## config.mk

```make
export PLATFORM = sky130hd
export DESIGN_NAME = nn_run_ctrl
export DESIGN_NICKNAME = d
export VERILOG_FILES = /design/src/rtl/nn_run_ctrl.sv
export SDC_FILE = /design/constraint.sdc
export NUM_CORES = 1
export LEC_CHECK = 0
export BUFFER_PORTS_ARGS = -buffer_cell sky130_fd_sc_hd__buf_2
export CAP_MARGIN = 20
export CORE_MARGIN = 3
export CORE_UTILIZATION = 51
export DETAILED_ROUTE_END_ITERATION = 16
export PLACE_DENSITY = 0.73
export SLEW_MARGIN = 10
export SYNTH_ARGS = -nofsm -noshare
export SYNTH_HDL_FRONTEND = slang
export SYNTH_SLANG_ARGS = --single-unit
```

## constraint.sdc

```tcl
create_clock -name clk -period 2 [get_ports clk]
set_input_delay 0.2 -clock clk [delete_from_list [all_inputs] [get_ports clk]]
set_output_delay 0.2 -clock clk [all_outputs]
set_load 0.01 [all_outputs]
```

## src/rtl/nn_run_ctrl.sv

```systemverilog
// Inference sequencer for the binary NN engine: loads input bits into X bank 0,
// runs the compute engine under a watchdog, then streams result bits out.
module nn_run_ctrl #(
    parameter int X_ADDR_LEN  = 10,
    parameter int X_SEL_LEN   = 2,
    parameter int IN_LEN      = 2,
    parameter int OUT_LEN     = 2,
    parameter int OUT_SEL     = 0,
    parameter int RUN_CNT_LEN = 16,
    parameter int MAX_RUN     = 65535
) (
    input  logic                  clk,
    input  logic                  rst,
    input  logic                  start,
    output logic                  busy,
    output logic                  done,
    output logic                  err_timeout,
    input  logic                  in_valid,
    input  logic                  in_bit,
    output logic                  in_ready,
    output logic                  out_valid,
    output logic                  out_bit,
    input  logic                  out_ready,
    output logic                  cm_en,
    input  logic                  cm_finish,
    input  logic [X_ADDR_LEN-1:0] cm_x_addr,
    input  logic [X_SEL_LEN-1:0]  cm_x_sel,
    input  logic                  cm_x_wq,
    input  logic                  cm_wx_write,
    output logic [X_ADDR_LEN-1:0] x_addr,
    output logic [X_SEL_LEN-1:0]  x_sel,
    output logic                  x_wq,
    output logic                  x_wdata,
    input  logic                  x_rdata
);

    localparam logic [3:0] S_IDLE      = 4'd0;
    localparam logic [3:0] S_LOAD_WAIT = 4'd1;
    localparam logic [3:0] S_LOAD_WR1  = 4'd2;
    localparam logic [3:0] S_LOAD_WR2  = 4'd3;
    localparam logic [3:0] S_LOAD_WR3  = 4'd4;
    localparam logic [3:0] S_RUN       = 4'd5;
    localparam logic [3:0] S_RD_ADDR   = 4'd6;
    localparam logic [3:0] S_RD_WAIT   = 4'd7;
    localparam logic [3:0] S_RD_CAP    = 4'd8;
    localparam logic [3:0] S_OUT_HOLD  = 4'd9;
    localparam logic [3:0] S_DONE      = 4'd10;

    localparam logic [X_ADDR_LEN-1:0]  IN_LAST  = X_ADDR_LEN'(IN_LEN - 1);
    localparam logic [X_ADDR_LEN-1:0]  OUT_LAST = X_ADDR_LEN'(OUT_LEN - 1);
    localparam logic [X_SEL_LEN-1:0]   SEL_OUT  = X_SEL_LEN'(OUT_SEL);
    localparam logic [RUN_CNT_LEN-1:0] RUN_LAST = RUN_CNT_LEN'(MAX_RUN - 1);

    logic [3:0]             state;
    logic [X_ADDR_LEN-1:0]  cnt;
    logic [RUN_CNT_LEN-1:0] run_cnt;
    logic [X_ADDR_LEN-1:0]  ctl_addr;
    logic [X_SEL_LEN-1:0]   ctl_sel;
    logic                   ctl_wdata;

    assign busy     = (state != S_IDLE);
    assign in_ready = (state == S_LOAD_WAIT);

    // The engine owns the X port only while it is running.
    always_comb begin
        x_addr  = ctl_addr;
        x_sel   = ctl_sel;
        x_wq    = (state == S_LOAD_WR2);
        x_wdata = ctl_wdata;
        if (state == S_RUN) begin
            x_addr  = cm_x_addr;
            x_sel   = cm_x_sel;
            x_wq    = cm_x_wq;
            x_wdata = cm_wx_write;
        end
    end

    always_ff @(posedge clk or negedge rst) begin
        if (!rst) begin
            state       <= S_IDLE;
            cnt         <= '0;
            run_cnt     <= '0;
            ctl_addr    <= '0;
            ctl_sel     <= '0;
            ctl_wdata   <= 1'b0;
            done        <= 1'b0;
            err_timeout <= 1'b0;
            out_valid   <= 1'b0;
            out_bit     <= 1'b0;
            cm_en       <= 1'b0;
        end else begin
            done <= 1'b0;
            case (state)
                S_IDLE: begin
                    if (start) begin
                        err_timeout <= 1'b0;
                        cnt         <= '0;
                        state       <= S_LOAD_WAIT;
                    end
                end
                S_LOAD_WAIT: begin
                    if (in_valid) begin
                        ctl_sel   <= '0;
                        ctl_addr  <= cnt;
                        ctl_wdata <= in_bit;
                        state     <= S_LOAD_WR1;
                    end
                end
                S_LOAD_WR1: state <= S_LOAD_WR2;
                S_LOAD_WR2: state <= S_LOAD_WR3;
                S_LOAD_WR3: begin
                    if (cnt == IN_LAST) begin
                        cnt     <= '0;
                        run_cnt <= '0;
                        cm_en   <= 1'b1;
                        state   <= S_RUN;
                    end else begin
                        cnt   <= cnt + 1'b1;
                        state <= S_LOAD_WAIT;
                    end
                end
                S_RUN: begin
                    if (run_cnt != '1) run_cnt <= run_cnt + 1'b1;
                    // A finish on the last watchdog cycle still counts as success.
                    if (cm_finish) begin
                        cm_en <= 1'b0;
                        state <= S_RD_ADDR;
                    end else if (run_cnt == RUN_LAST) begin
                        err_timeout <= 1'b1;
                        cm_en       <= 1'b0;
                        state       <= S_DONE;
                    end
                end
                S_RD_ADDR: begin
                    ctl_sel  <= SEL_OUT;
                    ctl_addr <= cnt;
                    state    <= S_RD_WAIT;
                end
                S_RD_WAIT: state <= S_RD_CAP;
                S_RD_CAP: begin
                    out_bit   <= x_rdata;
                    out_valid <= 1'b1;
                    state     <= S_OUT_HOLD;
                end
                S_OUT_HOLD: begin
                    if (out_ready) begin
                        out_valid <= 1'b0;
                        if (cnt == OUT_LAST) begin
                            state <= S_DONE;
                        end else begin
                            cnt   <= cnt + 1'b1;
                            state <= S_RD_ADDR;
                        end
                    end
                end
                S_DONE: begin
                    done  <= 1'b1;
                    state <= S_IDLE;
                end
                default: state <= S_IDLE;
            endcase
        end
    end

endmodule

```

# Word level (Yosys, flattened, before mapping)
# Cells that the tools add are included.
# word_totals
reg_bits	48
out_inout_bits	21
wordCells	85
# classes
add_sub_neg	2
n_eq_ne	22
n_mux	35
n_reduce_logical	15
# op_table
operator	count
10-bit 2-to-1 mux	6
4-bit case mux with 10 select lines	1
16-bit 2-to-1 mux	2
16-bit case mux with 2 select lines	1
10-bit case mux with 3 select lines	1
4-bit 2-to-1 mux	6
10-bit case mux with 2 select lines	1
16-bit by 1-bit adder with 16-bit output, second input constant	1
16-bit == test, second input constant	1
4-bit by 3-bit == test with 1-bit output, second input constant	4
16-bit inequality test, second input constant	1
4-bit == test, second input constant	3
2-bit inequality test, second input constant	6
4-bit AND reduction	3
10-bit by 1-bit adder with 10-bit output, second input constant	1
10-bit by 1-bit == test with 1-bit output, second input constant	1
1-bit 2-to-1 mux	10
4-bit by 2-bit == test with 1-bit output, second input constant	2
2-bit nonzero test	4
1-bit case mux with 2 select lines	3
2-bit AND reduction	3
3-bit AND reduction	2
4-bit by 1-bit == test with 1-bit output, second input constant	1
4-bit logical NOT	1
other kinds (7)	9

# Longest topological paths before layout
# logic_depth
depth_word	4
mapped_depth	7
mapped_depth_nobuf	6

# Worst setup path after synthesis
# Ideal clock, no wire load.
# synth_path
path_type	reg2reg
startpoint	register cnt[1]
endpoint	register cnt[9]
setup_ps	146
arrival_time_ps	1635
required_ps	1854
setup_slack_ps	220
stages_incl_launch_ff	7
n_path_buf	0
cell_sequence	dfrtp_1 > inv_1 > ha_1 > nor4b_4 > nand3_1 > a2111oi_4 > nor4_1
# synth_between
elab_chain_len	4
# synth_rtl
element	line_no	source
start: declaration	55	logic [X_ADDR_LEN-1:0] cnt;
start signal: assignment	118	cnt <= cnt + 1'b1;
start signal: assignment	151	cnt <= cnt + 1'b1;
10-bit by 1-bit adder with 10-bit output	118, 151	
10-bit 2-to-1 mux	148	if (cnt == OUT_LAST) begin
10-bit 2-to-1 mux	146	if (out_ready) begin
10-bit case mux with 3 select lines	93	case (state)
# Parallel ways exist; a longest one is shown, timed or not. The select of a mux whose other input is x is not followed.
# A chain may end at the register's enable or synchronous reset.

# Final worst setup path
# layout_path
startpoint	register state[0]
endpoint	register cnt[8]
# layout_between
elab_chain_len	3
# layout_rtl
element	line_no	source
start: declaration	54	logic [3:0] state;
start signal: assignment	80	state <= S_IDLE;
start signal: assignment	98	state <= S_LOAD_WAIT;
start signal: assignment	106	state <= S_LOAD_WR1;
4-bit == test (tied with other cells)	93	
2-bit inequality test (no line) or 3-bit nonzero test (tied branches)	n/a	
4-bit AND reduction (no line)	n/a	
# Parallel ways exist; a longest one is shown, timed or not.

==> insert_results.sql <==
INSERT INTO impl_metrics (metric_group, metric, value, unit) VALUES
('global_route', 'gr-total-overflow', '0', ''),
('cts', 'tritoncts', 'done', ''),
('timing', 'hold_viol', '33', ''),
('placed_design', 'preCtsSetupSlack', '0.0496', 'ns'),
('floorplan', 'die_y', '80.4', 'um'),
('cts', 'clock_tree.root_cell', 'clkbuf_8', ''),
('power_and_ir_drop', 'internal_power', '1.97', 'mW'),
('power_and_ir_drop', 'power.leakage', '1.59', 'nW'),
('power_and_ir_drop', 'sw_power', '1.24', 'mW'),
('setup_path', 'cp.buffers_inverters', '1', ''),
('outcome', 'violations', 'hold timing', ''),
('timing', 'finalSetupViolations', '0', ''),
('synthesis', 'postSynthAreaPerCell', '9.23', 'um2'),
('power_and_ir_drop', 'power_per_cell_area', '938', 'mW/mm2'),
('synthesis', 'async_flop_share', '100', '%'),
('setup_path', 'worstPathArrival', '2.13', 'ns'),
('power_and_ir_drop', 'seq_power_share', '37.0', '%'),
('routing', 'drt_wl_total', '7180', 'um'),
('synthesis', 'synth.cell_area', '0.00282', 'mm2'),
('routing', 'route.detailed.drc', '0', ''),
('layout', 'fill_cells', '456', ''),
('timing', 'final.setup_skew', '0.00699', 'ns'),
('power_and_ir_drop', 'vdd_drop_max', '493', 'uV'),
('placed_design', 'placed_cell_area', '0.00328', 'mm2'),
('synthesis', 'yosys_register_bits', '46', ''),
('timing', 'max-slew-margin-rel', '59.6', '%'),
('timing', 'rsz_0062_raised_after_global_routing', 'false', ''),
('layout', 'design_area', '0.00342', 'mm2'),
('run', 'drv.max_cap_violation_count', '0', ''),
('global_route', 'grt_first_pass_wirelength', '11800', 'um'),
('cts', 'max-clock-path-buffers', '2', ''),
('routing', 'overall_via_count_from_detail_route', '2610', ''),
('synthesis', 'synth_seq_area_share', '40.8', '%'),
('routing', 'drt-wirelength-per-cell', '16.4', 'um'),
('routing', 'detailedRoute.firstPassIterationCount', '6', ''),
('outcome', 'run_status', 'finished, violations left', ''),
('setup_path', 'crit_path_max_incr_delay', '0.53', 'ns'),
('cts', 'clk_pin_slew', '0.09', 'ns'),
('cts', 'cts-htree-levels', '2', ''),
('timing', 'final.setup.worst_slack', '0.107', 'ns'),
('layout', 'insertedDiodeCount', '0', ''),
('floorplan', 'die_width', '80.4', 'um'),
('floorplan', 'floorplan.io_pins', '43', ''),
('setup_path', 'worstSetupStartpointType', 'flip-flop', ''),
('synthesis', 'synth.lib_cells_used.distinct', '57', ''),
('timing', 'worst_hold_slack', '-0.0202', 'ns'),
('layout', 'layout_common_cells', '60 x nand2_1, 42 x dfrtp_1, 42 x buf_2, 24 x buf_4, 17 x a21oi_1', ''),
('power_and_ir_drop', 'power.share.combinational', '44.1', '%'),
('layout', 'finish.net_count', '394', ''),
('setup_path', 'timing_worst_setup_path_type', 'reg -> reg', ''),
('routing', 'detailedRoute.firstIterationViolations', '146', ''),
('layout', 'area_grow_syn2layout', '21.1', '%'),
('placed_design', 'input_output_buffers', '42', ''),
('global_route', 'grt_max_degree', '47', ''),
('worst_hold_path', 'timing.hold.worst.class', 'in -> async', ''),
('placed_design', 'hpwl', '5280', 'um'),
('global_route', 'first_global_vias', '2426', ''),
('synthesis', 'synth_cells', '306', ''),
('setup_path', 'critical_path_cell_by_cell', 'buf_4 > o32a_2 > or4_1 > a21oi_1', ''),
('placed_design', 'gp_congestion', '0.973', ''),
('synthesis', 'synth_top_flop_cell', 'dfrtp_1', ''),
('timing', 'slew_viol_final', '0', ''),
('routing', 'vias_per_cell', '5.95', ''),
('synthesis', 'synth_edf_count', '0', ''),
('setup_path', 'critPathCaptureType', 'flip-flop', ''),
('setup_path', 'worstPathRequired', '2.23', 'ns'),
('timing', 'fin_setup_tns', '0', 'ns'),
('timing', 'timing.fmax', '0.528', 'GHz'),
('cts', 'cts.hold.buffers_added', '0', ''),
('floorplan', 'placement_row_count', '26', ''),
('global_route', 'grt.total_usage', '23.5', '%');
-- stage by stage --
stage	utilization [%]	cells
2_1_floorplan	-	306
3_3_place_gp	62.6	430
3_5_place_dp	62.6	430
4_1_cts	64.4	438
5_1_grt	65.3	439
6_report	65.3	439
-- worst paths after layout --
path                                to  depth (start not counted)      start  slack (ns)
max in group asynchronous     state[0]                          2        rst        1.57
max reg2reg                     cnt[8]                          4   state[0]        0.11
min reg2reg                  out_valid                          1  out_valid        0.49
max                             cnt[8]                          4   state[0]        0.11
min in group clk              state[3]                          2  out_ready        0.12
min                        err_timeout                          2        rst       -0.02
-- worst register-to-register path, delay by kind of cell (launching register included) --
kind / cells / cell delay (ns)
buffers and inverters: 1 / 0.16
DFF: 1 / 0.46
AOI/OAI and AO/OA: 2 / 0.67
and+or+nand+nor: 1 / 0.54
-- power groups by stage --
stage	logic, mW	registers (mW)	clock network, mW
2_1_floorplan	0.872	1.16	0
6_report	1.42	1.19	0.605
3_5_place_dp	1.35	1.20	0
4_1_cts	1.35	1.19	0.622
3_3_place_gp	1.32	1.19	0
5_1_grt	1.54	1.20	0.665
-- cell usage after synthesis, types with 2 or more instances --
library cell | n | share of area, %
a2111o_1 | 2 | 0.80
a211oi_1 | 6 | 1.6
a21oi_1 | 17 | 3.0
a22oi_1 | 2 | 0.53
a31oi_1 | 5 | 1.1
and2_1 | 3 | 0.66
and3_1 | 8 | 1.8
and4_1 | 2 | 0.62
buf_2 | 5 | 0.89
clkbuf_1 | 7 | 0.93
dfrtp_1 | 46 | 41
ha_1 | 4 | 1.8
inv_1 | 7 | 0.93
mux2_2 | 12 | 4.8
mux2i_1 | 11 | 3.9
nand2_1 | 60 | 8.0
nand2b_1 | 8 | 1.8
nand3_1 | 14 | 2.5
nand3b_1 | 2 | 0.53
nand4_1 | 5 | 1.1
nor2_1 | 13 | 1.7
nor3_1 | 9 | 1.6
nor4_1 | 4 | 0.89
nor4b_4 | 2 | 1.7
nor4bb_1 | 2 | 0.71
o2111ai_1 | 2 | 0.62
o21a_1 | 2 | 0.53
o21ai_0 | 2 | 0.35
o31ai_1 | 7 | 1.9
o32ai_1 | 2 | 0.62
or4_1 | 9 | 2.4
-- what timing repair did --
item | 4_1_cts | 5_1_grt
setup endpoints to repair | 7 | 22
pin swaps | 0 | 2
setup buffers | 0 | 1
resized for setup | 1 | 11
-- area by class of cell --
class | instances | area (um2) | share of cell area [%]
clock inverters | 2 | 12.5 | 0.366
flip-flops and latches | 46 | 1160 | 33.8
multi-input cells | 238 | 1610 | 47.1
repair buffers | 70 | 444 | 13.0
inverters | 7 | 26.3 | 0.768
well taps | 70 | 87.6 | 2.56
clock buffers | 6 | 82.6 | 2.41
-- sequential cells by signal, indices dropped and copies added (netlist names) --
name and cells:
cnt 10, done 1, run_cnt 16, out_bit 1
ctl_wdata 1, out_valid 1, ctl_addr 10, cm_en 1
err_timeout 1, state 4
-- routing by layer --
layer  vias up  GRT usage (%)  share of wire, %
li1       1266              -                 -
met1      1264           30.6                44
met2        68           38.7                50
met3        12           3.36               4.2
met4         0           10.3               1.7
met5         -              0                 0
-- cell families after synthesis --
| group | share of synthesized area (%) |
|---|---|
| multiplexers | 8.68 |
| buffers and inverters | 3.54 |
| AO/OA/AOI/OAI | 15.9 |
| adder cells (fa/ha/maj) | 1.77 |
| flip-flops | 40.8 |
| AND/OR/NAND/NOR | 29.3 |
(Power assumes the default switching activity.)
